===== config.mk =====
export PLATFORM = sky130hd
export DESIGN_NAME = mem_dreq_ctrl_flat
export DESIGN_NICKNAME = d
export VERILOG_FILES = /design/src/rtl/mem_dreq_ctrl_if.sv /design/src/rtl/mem_dreq_ctrl.sv /design/src/flat_wrapper.sv
export SDC_FILE = /design/constraint.sdc
export NUM_CORES = 1
export LEC_CHECK = 0
export ABC_AREA = 1
export CORE_MARGIN = 3
export CORE_UTILIZATION = 43
export DETAILED_ROUTE_END_ITERATION = 7
export GPL_TIMING_DRIVEN = 0
export PLACE_DENSITY = 0.83
export SLEW_MARGIN = 0
export SYNTH_ARGS = -nofsm -noshare
export SYNTH_HDL_FRONTEND = slang
export SYNTH_SLANG_ARGS = --single-unit

===== constraint.sdc =====
create_clock -name clk -period 1.9 [get_ports clk]
set_clock_uncertainty 0.1 [all_clocks]
set_input_delay 0.19 -clock clk [delete_from_list [all_inputs] [get_ports clk]]
set_output_delay 0.19 -clock clk [all_outputs]
set_load 0.05 [all_outputs]

===== src/rtl/mem_dreq_ctrl_if.sv =====
// SRAM-like data bus between the MEM-stage request controller (master) and data memory (slave).
interface mem_dreq_ctrl_if;
    logic        data_sram_req;
    logic        data_sram_wr;
    logic [1:0]  data_sram_size;
    logic [31:0] data_sram_addr;
    logic [3:0]  data_sram_wstrb;
    logic [31:0] data_sram_wdata;
    logic        data_sram_addr_ok;
    logic        data_sram_data_ok;
    logic [31:0] data_sram_rdata;

    modport master (
        output data_sram_req, data_sram_wr, data_sram_size, data_sram_addr,
               data_sram_wstrb, data_sram_wdata,
        input  data_sram_addr_ok, data_sram_data_ok, data_sram_rdata
    );

    modport slave (
        input  data_sram_req, data_sram_wr, data_sram_size, data_sram_addr,
               data_sram_wstrb, data_sram_wdata,
        output data_sram_addr_ok, data_sram_data_ok, data_sram_rdata
    );
endinterface


===== src/rtl/mem_dreq_ctrl.sv =====
// MEM-stage data-memory request controller: one outstanding req/addr_ok/data_ok transaction per load/store.
// Optional watchdog on outstanding requests enabled by defining MEM_DREQ_TIMEOUT_EN.
module mem_dreq_ctrl #(
    parameter int unsigned TIMEOUT_CYCLES = 32'd255
) (
    input  logic            clk,
    input  logic            rst,
    input  logic            flush,
    input  logic            mem_en_i,
    input  logic            mem_wr_i,
    input  logic [1:0]      mem_size_i,
    input  logic            mem_sext_i,
    input  logic [31:0]     mem_addr_i,
    input  logic [31:0]     mem_wdata_i,
    mem_dreq_ctrl_if.master bus,
    output logic            stallreq_o,
    output logic [31:0]     rdata_o,
    output logic            done_o,
    output logic            excp_adel_o,
    output logic            excp_ades_o,
    output logic            bus_err_o
);

    typedef enum logic [2:0] {
        ST_IDLE  = 3'd0,
        ST_REQ   = 3'd1,
        ST_WAIT  = 3'd2,
        ST_DRAIN = 3'd3,
        ST_DONE  = 3'd4
    } state_e;

    function automatic logic [3:0] store_strb(input logic wr, input logic [1:0] size, input logic [1:0] a);
        logic [3:0] s;
        if (!wr) begin
            s = 4'b0000;
        end else begin
            case (size)
                2'd0:    s = 4'b0001 << a;
                2'd1:    s = a[1] ? 4'b1100 : 4'b0011;
                default: s = 4'b1111;
            endcase
        end
        return s;
    endfunction

    function automatic logic [31:0] store_data(input logic [1:0] size, input logic [31:0] d);
        logic [31:0] r;
        case (size)
            2'd0:    r = {4{d[7:0]}};
            2'd1:    r = {2{d[15:0]}};
            default: r = d;
        endcase
        return r;
    endfunction

    function automatic logic [31:0] load_fmt(input logic [1:0] size, input logic sext,
                                             input logic [1:0] a, input logic [31:0] d);
        logic [7:0]  b;
        logic [15:0] h;
        logic [31:0] r;
        case (a)
            2'd0:    b = d[7:0];
            2'd1:    b = d[15:8];
            2'd2:    b = d[23:16];
            default: b = d[31:24];
        endcase
        h = a[1] ? d[31:16] : d[15:0];
        case (size)
            2'd0:    r = {{24{sext & b[7]}}, b};
            2'd1:    r = {{16{sext & h[15]}}, h};
            default: r = d;
        endcase
        return r;
    endfunction

    state_e      state_q, state_d;
    logic        req_q, req_d;
    logic        wr_q, wr_d;
    logic [1:0]  size_q, size_d;
    logic        sext_q, sext_d;
    logic [31:0] addr_q, addr_d;
    logic [3:0]  wstrb_q, wstrb_d;
    logic [31:0] wdata_q, wdata_d;
    logic [31:0] rdata_q, rdata_d;
    logic        done_q, done_d;
    logic        misalign_s;
    logic        go_s;

    assign misalign_s  = ((mem_size_i == 2'd1) & mem_addr_i[0]) |
                         ((mem_size_i >= 2'd2) & (mem_addr_i[1:0] != 2'd0));
    assign excp_adel_o = mem_en_i & ~mem_wr_i & misalign_s;
    assign excp_ades_o = mem_en_i &  mem_wr_i & misalign_s;
    assign go_s        = mem_en_i & ~misalign_s & ~flush;

    assign stallreq_o  = ((state_q == ST_IDLE) & go_s) | (state_q == ST_REQ) |
                         (state_q == ST_WAIT) | (state_q == ST_DRAIN);

    assign bus.data_sram_req   = req_q;
    assign bus.data_sram_wr    = wr_q;
    assign bus.data_sram_size  = size_q;
    assign bus.data_sram_addr  = addr_q;
    assign bus.data_sram_wstrb = wstrb_q;
    assign bus.data_sram_wdata = wdata_q;
    assign rdata_o             = rdata_q;
    assign done_o              = done_q;

`ifdef MEM_DREQ_TIMEOUT_EN
    localparam logic [15:0] TO_LAST = 16'(TIMEOUT_CYCLES - 32'd1);
    logic [15:0] cnt_q, cnt_d;
    logic        bus_err_q, bus_err_d;
    assign bus_err_o = bus_err_q;
`else
    assign bus_err_o = 1'b0;
`endif

    // Next-state, request latching and result capture.
    always_comb begin
        state_d = state_q;
        req_d   = req_q;
        wr_d    = wr_q;
        size_d  = size_q;
        sext_d  = sext_q;
        addr_d  = addr_q;
        wstrb_d = wstrb_q;
        wdata_d = wdata_q;
        rdata_d = rdata_q;
        done_d  = 1'b0;
        case (state_q)
            ST_IDLE: begin
                if (go_s) begin
                    state_d = ST_REQ;
                    req_d   = 1'b1;
                    wr_d    = mem_wr_i;
                    size_d  = mem_size_i;
                    sext_d  = mem_sext_i;
                    addr_d  = mem_addr_i;
                    wstrb_d = store_strb(mem_wr_i, mem_size_i, mem_addr_i[1:0]);
                    wdata_d = store_data(mem_size_i, mem_wdata_i);
                end else begin
                    state_d = ST_IDLE;
                end
            end
            ST_REQ: begin
                if (bus.data_sram_addr_ok) begin
                    req_d   = 1'b0;
                    state_d = flush ? ST_DRAIN : ST_WAIT;
                end else if (flush) begin
                    req_d   = 1'b0;
                    state_d = ST_IDLE;
                end else begin
                    state_d = ST_REQ;
                end
            end
            ST_WAIT: begin
                // A flush racing data_ok means the response is already consumed; nothing left to drain.
                if (flush) begin
                    state_d = bus.data_sram_data_ok ? ST_IDLE : ST_DRAIN;
                end else if (bus.data_sram_data_ok) begin
                    rdata_d = wr_q ? 32'd0 : load_fmt(size_q, sext_q, addr_q[1:0], bus.data_sram_rdata);
                    done_d  = 1'b1;
                    state_d = ST_DONE;
                end else begin
                    state_d = ST_WAIT;
                end
            end
            ST_DRAIN: begin
                if (bus.data_sram_data_ok) begin
                    state_d = ST_IDLE;
                end else begin
                    state_d = ST_DRAIN;
                end
            end
            ST_DONE: begin
                state_d = ST_IDLE;
            end
            default: begin
                state_d = ST_IDLE;
                req_d   = 1'b0;
            end
        endcase
`ifdef MEM_DREQ_TIMEOUT_EN
        cnt_d     = cnt_q;
        bus_err_d = 1'b0;
        if (state_q == ST_IDLE) begin
            cnt_d = 16'd0;
        end else if ((state_q == ST_REQ) || (state_q == ST_WAIT) || (state_q == ST_DRAIN)) begin
            cnt_d = cnt_q + 16'd1;
            if (cnt_q == TO_LAST) begin
                state_d   = ST_IDLE;
                req_d     = 1'b0;
                done_d    = 1'b0;
                rdata_d   = rdata_q;
                bus_err_d = 1'b1;
                cnt_d     = 16'd0;
            end else begin
                bus_err_d = 1'b0;
            end
        end else begin
            cnt_d = cnt_q;
        end
`endif
    end

    // State and output registers.
    always_ff @(posedge clk or negedge rst) begin
        if (!rst) begin
            state_q <= ST_IDLE;
            req_q   <= 1'b0;
            wr_q    <= 1'b0;
            size_q  <= 2'd0;
            sext_q  <= 1'b0;
            addr_q  <= 32'd0;
            wstrb_q <= 4'd0;
            wdata_q <= 32'd0;
            rdata_q <= 32'd0;
            done_q  <= 1'b0;
        end else begin
            state_q <= state_d;
            req_q   <= req_d;
            wr_q    <= wr_d;
            size_q  <= size_d;
            sext_q  <= sext_d;
            addr_q  <= addr_d;
            wstrb_q <= wstrb_d;
            wdata_q <= wdata_d;
            rdata_q <= rdata_d;
            done_q  <= done_d;
        end
    end

`ifdef MEM_DREQ_TIMEOUT_EN
    // Watchdog counter and expiry pulse.
    always_ff @(posedge clk or negedge rst) begin
        if (!rst) begin
            cnt_q     <= 16'd0;
            bus_err_q <= 1'b0;
        end else begin
            cnt_q     <= cnt_d;
            bus_err_q <= bus_err_d;
        end
    end
`endif

endmodule


===== src/flat_wrapper.sv =====
// flat-port wrapper written by rule: the top's interface ports become plain ports
module mem_dreq_ctrl_flat 
#(
    parameter int unsigned TIMEOUT_CYCLES = 32'd255
)
  (clk, rst, flush, mem_en_i, mem_wr_i, mem_size_i, mem_sext_i, mem_addr_i, mem_wdata_i, stallreq_o, rdata_o, done_o, excp_adel_o, excp_ades_o, bus_err_o, bus_data_sram_req, bus_data_sram_wr, bus_data_sram_size, bus_data_sram_addr, bus_data_sram_wstrb, bus_data_sram_wdata, bus_data_sram_addr_ok, bus_data_sram_data_ok, bus_data_sram_rdata);
  mem_dreq_ctrl_if bus_i ();
  input  logic clk;
  input  logic rst;
  input  logic flush;
  input  logic mem_en_i;
  input  logic mem_wr_i;
  input  logic [1:0] mem_size_i;
  input  logic mem_sext_i;
  input  logic [31:0] mem_addr_i;
  input  logic [31:0] mem_wdata_i;
  output logic stallreq_o;
  output logic [31:0] rdata_o;
  output logic done_o;
  output logic excp_adel_o;
  output logic excp_ades_o;
  output logic bus_err_o;
  output wire logic [$bits(bus_i.data_sram_req)-1:0] bus_data_sram_req;
  output wire logic [$bits(bus_i.data_sram_wr)-1:0] bus_data_sram_wr;
  output wire logic [$bits(bus_i.data_sram_size)-1:0] bus_data_sram_size;
  output wire logic [$bits(bus_i.data_sram_addr)-1:0] bus_data_sram_addr;
  output wire logic [$bits(bus_i.data_sram_wstrb)-1:0] bus_data_sram_wstrb;
  output wire logic [$bits(bus_i.data_sram_wdata)-1:0] bus_data_sram_wdata;
  input wire logic [$bits(bus_i.data_sram_addr_ok)-1:0] bus_data_sram_addr_ok;
  input wire logic [$bits(bus_i.data_sram_data_ok)-1:0] bus_data_sram_data_ok;
  input wire logic [$bits(bus_i.data_sram_rdata)-1:0] bus_data_sram_rdata;
  assign bus_data_sram_req = bus_i.data_sram_req;
  assign bus_data_sram_wr = bus_i.data_sram_wr;
  assign bus_data_sram_size = bus_i.data_sram_size;
  assign bus_data_sram_addr = bus_i.data_sram_addr;
  assign bus_data_sram_wstrb = bus_i.data_sram_wstrb;
  assign bus_data_sram_wdata = bus_i.data_sram_wdata;
  assign bus_i.data_sram_addr_ok = bus_data_sram_addr_ok;
  assign bus_i.data_sram_data_ok = bus_data_sram_data_ok;
  assign bus_i.data_sram_rdata = bus_data_sram_rdata;
  mem_dreq_ctrl #(.TIMEOUT_CYCLES(TIMEOUT_CYCLES)) u_core (.clk(clk), .rst(rst), .flush(flush), .mem_en_i(mem_en_i), .mem_wr_i(mem_wr_i), .mem_size_i(mem_size_i), .mem_sext_i(mem_sext_i), .mem_addr_i(mem_addr_i), .mem_wdata_i(mem_wdata_i), .bus(bus_i), .stallreq_o(stallreq_o), .rdata_o(rdata_o), .done_o(done_o), .excp_adel_o(excp_adel_o), .excp_ades_o(excp_ades_o), .bus_err_o(bus_err_o));
endmodule

==> out/metrics.yaml, run 1 <==
sta:
  tightestPinTransition_ns: 0.706
  finalSetupViolCount: 0
  rsz0062_at_grt: "no"
  max_slew_margin: 0.529
  fin_tns_setup_ns: 0
  hold_violations: 0
  fin_crit_ns: 1.87
  finalCritPeriodShare: 0.985
  fmax_ghz: 0.534
  drv_slew: 0
worst_setup_path:
  endpoint_kind: "primary output"
  crit_family: "buffers and inverters"
  path_class: "flop to primary output"
  reg2reg_to: "u_core.rdata_o[23]"
  slowest_delay_ns: 0.85
  cp.required_ns: 1.61
  start_kind: "flop"
  path_max_fanout: 3
  path_cells: "clkdlybuf4s50_1"
  cp.buffers_inverters: 1
  rr_worst_depth: 7
  reg2reg_slack_ns: 0.18
  r2r-start: "u_core.bus.data_sram_size[1]"
  cp.arrival_ns: 1.58
  crit_slowest_cell: "clkdlybuf4s50_1"
final_layout:
  syn_to_final_growth_pct: 49.6
  finalNetCount: 1009
  drive_gt1_frac: 0.0806
  fin_cells: 1049
  n_antenna_cell: 0
  stdcell_area_um2: 7860
  fillers: 987
clock_tree:
  cts_buffers: 9
  cts_sinks: 109
  clk_pin_slew_ns: 0.07
  htreeDepth: 3
  cts_tree: "built"
  clockRootBuffer: "clkbuf_16"
  post-cts-setup-buffers: 0
  clkLatencyLatePin_ns: 0.35
  clk_path_buf_depth: 2
global_routing:
  grt_max_degree: 58
  grt.overflow.total: 0
  grt_pass1_vias: 5274
  grt_pass1_wl_um: 27100
  antenna_found_initial: 0
  grt_use_total: 0.258
floorplanning:
  die_height_um: 117
  coreArea_um2: 11700
  die_area_um2: 13600
  initial_utilization: 0.450
  fp-row-count: 39
  pin_count: 215
  die_w_um: 117
synthesis:
  seq_area_frac_synth: 0.519
  synth_area_leaders: "dfrtp_1, nand2_1, nor2_1"
  netlist_area_um2: 5250
  synth_top_area_frac: 0.519
  ys_warn_count: 0
  yosysUniqueCellTypes: 32
  syn_nets: 784
  synthCells: 677
  yosys.area.top_type: "dfrtp_1"
  synth-seq-cells: 109
  synth.avg_cell_area_um2: 7.76
route:
  wire_per_inst_um: 16.3
  vias: 5345
  dr.pass1.iters: 5
  drt_iter0_drc: 417
  drt_wl_total_um: 17100
  drc: 0
  viasPerCell: 5.10
  drt.antenna.violating_nets: 0
place:
  gp_congestion: 0.958
  placed_cell_area_um2: 7580
  dp_hpwl_um: 12900
  dp_cells: 1033
  port_buffers: 212
hold_path:
  hold_class: "primary input to flop"
  min_delay_worst_endpoint: "u_core.bus.data_sram_wdata[17]"
  hold_depth: 5
  hp-start: "mem_size_i[1]"
power_and_ir_drop:
  cellLeakagePower_nw: 3.92
  vdd_ir_drop_max_mv: 1.36
  power.total_mw: 14.0
  p_per_area_nw_per_um2: 1780
run_status:
  status: "finished, final reports clean"
run:
  drv_cap: 0
[metal layers]
| metal | vias up | share of wire | wire length [um] | GRT usage |
|---|---|---|---|---|
| met5 | - | 0 | 0 | 0 |
| met2 | 250 | 0.45 | 7740 | 0.406 |
| met4 | 0 | 0.028 | 480 | 0.103 |
| met1 | 2487 | 0.42 | 7240 | 0.340 |
| met3 | 34 | 0.095 | 1620 | 0.0699 |
| li1 | 2574 | - | - | - |
[sequential cells by signal (all words and copies together), names as in the netlist]
name	count
u_core.rdata_o	32
u_core.bus.data_sram_req	1
u_core.done_o	1
u_core.bus.data_sram_addr	32
u_core.bus.data_sram_size	2
u_core.bus.data_sram_wstrb	4
u_core.state_q	3
u_core.bus.data_sram_wdata	32
u_core.bus.data_sram_wr	1
u_core.sext_q	1
[report_power, final]
group | internal (mW) | switching [mW]
sequential | 3.30 | 0.643
combinational | 2.67 | 5.60
clock | 0.956 | 0.841
total | 6.93 | 7.09
[cells by family after synthesis]
group                      count (synthesis)  synth area share
DFF                                      109             0.519
and+or+nand+nor                          394             0.309
other                                      1          0.000714
adders and majority gates                  1           0.00238
buffers and inverters                     76            0.0715
AOI/OAI and AO/OA                         96            0.0970
[through the flow]
stage,utilization,setup slack (ns),hold slack [ns]
CTS,0.674,0.00900,0.115
global route,0.674,0.0142,0.156
global placement,0.648,-3.72,0.361
detailed placement,0.650,-0.390,0.197
finish,0.674,0.0285,0.133
floorplan,-,-0.0183,-0.206
[worst max-delay path by stage]
stage	from	end	slack, ns	cells after the start
after floorplan	mem_size_i[1]	excp_adel_o	-0.02	5
after global placement	rst	u_core.bus.data_sram_addr[16]	-3.72	1
after detailed placement	mem_size_i[0]	excp_ades_o	-0.39	6
after CTS	u_core.bus.data_sram_addr[1]	bus_data_sram_addr[1]	0.009	1
after global routing	u_core.bus.data_sram_addr[1]	bus_data_sram_addr[1]	0.01	1
final	u_core.bus.data_sram_addr[1]	bus_data_sram_addr[1]	0.03	1
[cells in the final DEF (no fill, tap or decap), types with 5 or more instances in the layout]
master and n:
nand3_1 25, dfrtp_1 109, clkbuf_1 9, clkbuf_16 9, a21oi_1 18, o21ai_1 34, buf_4 11, nor2_1 57
buf_6 5, inv_1 35, or2_2 11, clkdlybuf4s50_1 203, inv_2 5, nand2_1 289, buf_2 14, o21ai_0 32
o211ai_1 6
[synth_stat cells (all sizes together)]
cell type  instances
nand4              1
o221ai             1
o211ai             6
nor2              61
o22ai              2
ha                 1
inv               40
a21oi             18
a31oi              1
nand3             28
dfrtp            109
nor3               3
conb               1
buf               27
nand2            290
o21a               1
o21ai             67
or2               11
clkbuf             9
[final cells by class]
cell class | count | area [um2] | share of cell area
Sequential cell | 109 | 2730 | 0.347
Multi-Input combinational cell | 492 | 2150 | 0.274
Timing Repair Buffer | 214 | 2140 | 0.273
Clock buffer | 12 | 256 | 0.0326
Buffer | 36 | 225 | 0.0287
Tap cell | 143 | 179 | 0.0228
Inverter | 40 | 150 | 0.0191
Clock inverter | 3 | 21.3 | 0.00271
[timing repair]
| item | 4_1_cts | 5_1_grt |
|---|---|---|
| hold buffers | 1 | 0 |
| endpoints found under the setup margin | 6 | 5 |
| gates resized for setup | 17 | 7 |
| hold endpoints to repair | 52 | 0 |
(Power assumes the default switching activity.)
==> inputs of run 2 (changes only) <==
- CORE_UTILIZATION: 43 -> 45
- DONT_BUFFER_PORTS: unset -> 1
- PLACE_DENSITY: 0.83 -> 0.63
==> run 2 against run 1 <==
The flow now finishes with violations (hold timing); power shrank 12%; sequential power grew 91%; clock-buffer cell count is the same; first-iteration DRC count grew 7.2%; global-route usage grew 0.66 points; clock power grew 13%; flip-flop and latch count is the same; combinational power shrank 66%; routed wire length shrank 1.3%; non-clock buffer count shrank 115; final cell count shrank 11%; utilization shrank 6.5 points.
==> out/metrics.yaml, run 2 (same netlist as run 1, synthesis figures left out) <==
worst_setup_path:
  rr_worst_depth: 7
  cp.required_ns: 2.04
  path_class: "flop to flop"
  crit_slowest_cell: "dfrtp_4"
  cp.arrival_ns: 1.92
  endpoint_kind: "flop"
  start_kind: "flop"
  path_cells: "buf_6 > buf_2 > or2_2 > nand3_1 > o21ai_1 > o211ai_1 > nand2_1"
  slowest_delay_ns: 0.59
  path_max_fanout: 10
clock_tree:
  clk_path_buf_depth: 2
  clkLatencyLatePin_ns: 0.35
  clockRootBuffer: "clkbuf_16"
  htreeDepth: 3
  cts_buffers: 9
  clk_pin_slew_ns: 0.07
  cts_tree: "built"
  cts_sinks: 109
  cts_hold_buffers: 97
global_routing:
  grt_max_degree: 110
  grt_pass1_vias: 5166
  antenna_found_initial: 0
  grt_pass1_wl_um: 26800
  grt_use_total: 0.265
  grt.overflow.total: 0
sta:
  finalCritPeriodShare: 0.936
  fin_crit_ns: 1.78
  timing.hold.ws_ns: -0.573
  finalSetupViolCount: 0
  fin_tns_setup_ns: 0
  fmax_ghz: 0.562
  max_slew_margin: 0.445
  rsz0062_at_grt: "no"
  drv_slew: 0
  tightestPinTransition_ns: 0.828
  hold_violations: 109
run_status:
  status: "complete, but fails checks"
  violations: "hold timing"
place:
  port_buffers: 0
  dp_hpwl_um: 11200
  gp_congestion: 0.900
  placed_cell_area_um2: 5430
route:
  drc: 0
  vias: 5081
  drt_iter0_drc: 447
  dr.pass1.iters: 5
  drt.antenna.violating_nets: 0
  viasPerCell: 5.46
  drt_wl_total_um: 16900
  wire_per_inst_um: 18.1
final_layout:
  final_common_cell: "nand2_1"
  finalNetCount: 894
  syn_to_final_growth_pct: 29.0
  final_cell_mix: "nand2_1, dfrtp_1, dlygate4sd3_1"
  final_core_util: 0.609
  drive_gt1_frac: 0.0973
  n_antenna_cell: 0
  stdcell_area_um2: 6780
floorplanning:
  fp-row-count: 38
  die_w_um: 114
  pin_count: 215
  die_height_um: 114
  coreArea_um2: 11100
  die_area_um2: 13000
  initial_utilization: 0.472
power_and_ir_drop:
  power.total_mw: 12.4
  p_per_area_nw_per_um2: 1830
  vdd_ir_drop_max_mv: 1.21
  cellLeakagePower_nw: 3.50
run:
  drv_cap: 0
hold_path:
  hold_class: "primary input to asynchronous set/reset pin"
## run 2: final cells by class
class                   instances  area (um2)
flip-flops and latches        109        2740
well taps                     140         175
fillers                       966        4350
inverters                      40         150
repair buffers                 99         990
multi-input cells             492        2170
plain buffers                  36         239
clock buffers                  12         246
clock inverters                 3        68.8
## run 2: final timing paths
check,to,from,slack (ns)
setup / recovery,u_core.rdata_o[0],u_core.bus.data_sram_addr[1],0.12
hold / removal,u_core.bus.data_sram_req,rst,-0.57
setup reg to reg,u_core.rdata_o[0],u_core.bus.data_sram_addr[1],0.12
hold reg to reg,u_core.sext_q,u_core.sext_q,0.50
max in group asynchronous,u_core.bus.data_sram_size[0],rst,2.04
min in group clk,u_core.rdata_o[24],bus_data_sram_rdata[24],0.01
## run 2: what timing repair did
action                                 in CTS  in global routing
buffers inserted                            1                  0
setup endpoints to repair                  30                 24
endpoints found under the hold margin     205                109
pin swaps                                   0                  1
cloned                                      0                  1
resized for setup                           4                 15
## run 2: through the flow
stage / setup slack [ns] / instances
after global placement: -0.184 / 817
after global routing: 0.00836 / 931
final: 0.121 / 931
after CTS: -0.141 / 930
after detailed placement: -0.205 / 817
after floorplan: -0.0183 / 677
## run 2: worst max-delay path: cells and delay by family (launching register included)
kind,cells,cell delay (ns)
flops,1,0.59
simple gates,3,0.46
buf+inv,2,0.34
compound gates,2,0.17
## run 2: routing by layer
metal	GRT usage	vias up	wire, um
li1	-	2341	-
met3	0.0849	45	1770
met4	0.125	0	586
met5	0	-	0
met2	0.424	292	7930
met1	0.326	2403	6580
## run 2: report_power, final
part | switching [mW] | total, mW | internal [mW]
sequential | 4.28 | 7.53 | 3.25
clock | 0.840 | 2.03 | 1.19
combinational | 1.69 | 2.84 | 1.15
total | 6.81 | 12.4 | 5.59
==> inputs of run 3 (changes only) <==
- CORE_ASPECT_RATIO: unset -> 0.8
==> run 3 against run 2 <==
The run still ends with hold timing left; critical path depth shrank 4; utilization shrank 1.5 points; highest routed layer unchanged; fmax shrank 4.0%; largest cell class unchanged; critical path type is now primary input to primary output.
==> out/metrics.yaml, run 3 (same netlist as run 1, synthesis figures left out) <==
final_layout:
  syn_to_final_growth_pct: 26.0
  stdcell_area_um2: 6620
  final_cell_mix: "nand2_1, dfrtp_1, dlygate4sd3_1"
  finalNetCount: 881
  final_common_cell: "nand2_1"
  n_antenna_cell: 0
  drive_gt1_frac: 0.102
place:
  port_buffers: 0
  gp_congestion: 0.944
  placed_cell_area_um2: 5440
  dp_hpwl_um: 11400
hold_path:
  hold_class: "primary input to asynchronous set/reset pin"
floorplanning:
  pin_count: 215
  die_area_um2: 13000
  initial_utilization: 0.471
  die_w_um: 127
  coreArea_um2: 11100
  die_height_um: 103
  fp-row-count: 34
sta:
  fin_tns_setup_ns: 0
  drv_slew: 0
  max_slew_margin: 0.401
  finalSetupViolCount: 0
  tightestPinTransition_ns: 0.894
  fmax_ghz: 0.540
  hold_violations: 109
  fin_crit_ns: 1.85
  finalCritPeriodShare: 0.976
  timing.hold.ws_ns: -0.569
route:
  drt.antenna.violating_nets: 0
  vias: 4999
  drt_wl_total_um: 17000
  viasPerCell: 5.42
  drc: 0
  dr.pass1.iters: 5
  drt_iter0_drc: 378
  wire_per_inst_um: 18.4
run:
  drv_cap: 0
worst_setup_path:
  critPathLaunch: "mem_wr_i"
  r2r-start: "u_core.bus.data_sram_addr[1]"
  cp.arrival_ns: 1.56
  reg2reg_slack_ns: 0.05
  cp.required_ns: 1.61
  start_kind: "primary input"
  path_class: "primary input to primary output"
  endpoint_kind: "primary output"
  path_max_fanout: 3
power_and_ir_drop:
  cellLeakagePower_nw: 3.44
  vdd_ir_drop_max_mv: 1.12
  power.total_mw: 12.2
  p_per_area_nw_per_um2: 1840
clock_tree:
  cts_buffers: 9
  htreeDepth: 3
  cts_hold_buffers: 84
  clk_path_buf_depth: 2
  cts_sinks: 109
  cts_tree: "built"
  clkLatencyLatePin_ns: 0.34
  clk_pin_slew_ns: 0.07
  clockRootBuffer: "clkbuf_16"
global_routing:
  antenna_found_initial: 0
  grt_use_total: 0.256
  grt_pass1_vias: 5020
  grt_max_degree: 110
  grt_pass1_wl_um: 26200
  grt.overflow.total: 0
run_status:
  violations: "hold timing"
  status: "complete, but fails checks"
## run 3: changes by cell type in the layout (fill, tap and decap cells not counted), sizes merged
cell,previous run,this run
clkinv,0,2
inv,41,42
clkbuf,20,21
bufinv,2,0
buf,30,28
dlygate4sd3,97,84
## run 3: what timing repair did
action	4_1_cts	5_1_grt
pin swaps	1	1
setup endpoints to repair	29	24
gates resized for setup	8	8
buffers inserted	1	1
endpoints found under the hold margin	192	109
## run 3: routing by layer
| metal | vias up | part of all wire | global-route usage | routed length, um |
|---|---|---|---|---|
| li1 | 2318 | - | - | - |
| met1 | 2359 | 0.43 | 0.339 | 7290 |
| met2 | 290 | 0.45 | 0.406 | 7720 |
| met3 | 32 | 0.10 | 0.0849 | 1700 |
| met4 | 0 | 0.017 | 0.0742 | 294 |
| met5 | - | 0 | 0 | 0 |
## run 3: path summary, 6_finish.rpt
| check | endpoint | cells after the start |
|---|---|---|
| min in group clk | u_core.rdata_o[20] | 4 |
| hold / removal | u_core.bus.data_sram_wdata[6] | 0 |
| hold reg to reg | u_core.sext_q | 2 |
| max in group asynchronous | u_core.rdata_o[27] | 0 |
| setup reg to reg | u_core.rdata_o[21] | 8 |
| setup / recovery | excp_ades_o | 3 |
## run 3: per-stage QoR
step                cells  utilization  worst slack (ns)
finish                922        0.594            0.0465
detailed placement    821        0.488            -0.228
CTS                   921        0.591            0.0172
global placement      821        0.487            -0.247
global route          922        0.594          -0.00564
floorplan             677            -           -0.0183
## run 3: final cells by class
type,count,area [um2]
Multi-Input combinational cell,492,2170
Inverter,40,150
Timing Repair Buffer,86,856
Tap cell,144,180
Clock inverter,4,31.3
Sequential cell,109,2740
Fill cell,983,4530
Buffer,36,244
Clock buffer,11,253
## run 3: report_power, final
part	internal (mW)	switching, mW	leakage (nW)
registers	3.25	4.28	1.39
logic	1.13	1.71	1.91
clock network	0.965	0.861	0.142
total	5.35	6.85	3.44
## run 3: worst max-delay path, cell delays in order
cell and delay, ns:
dlygate4sd3_1 0.54, inv_1 0.10, nor3_2 0.73
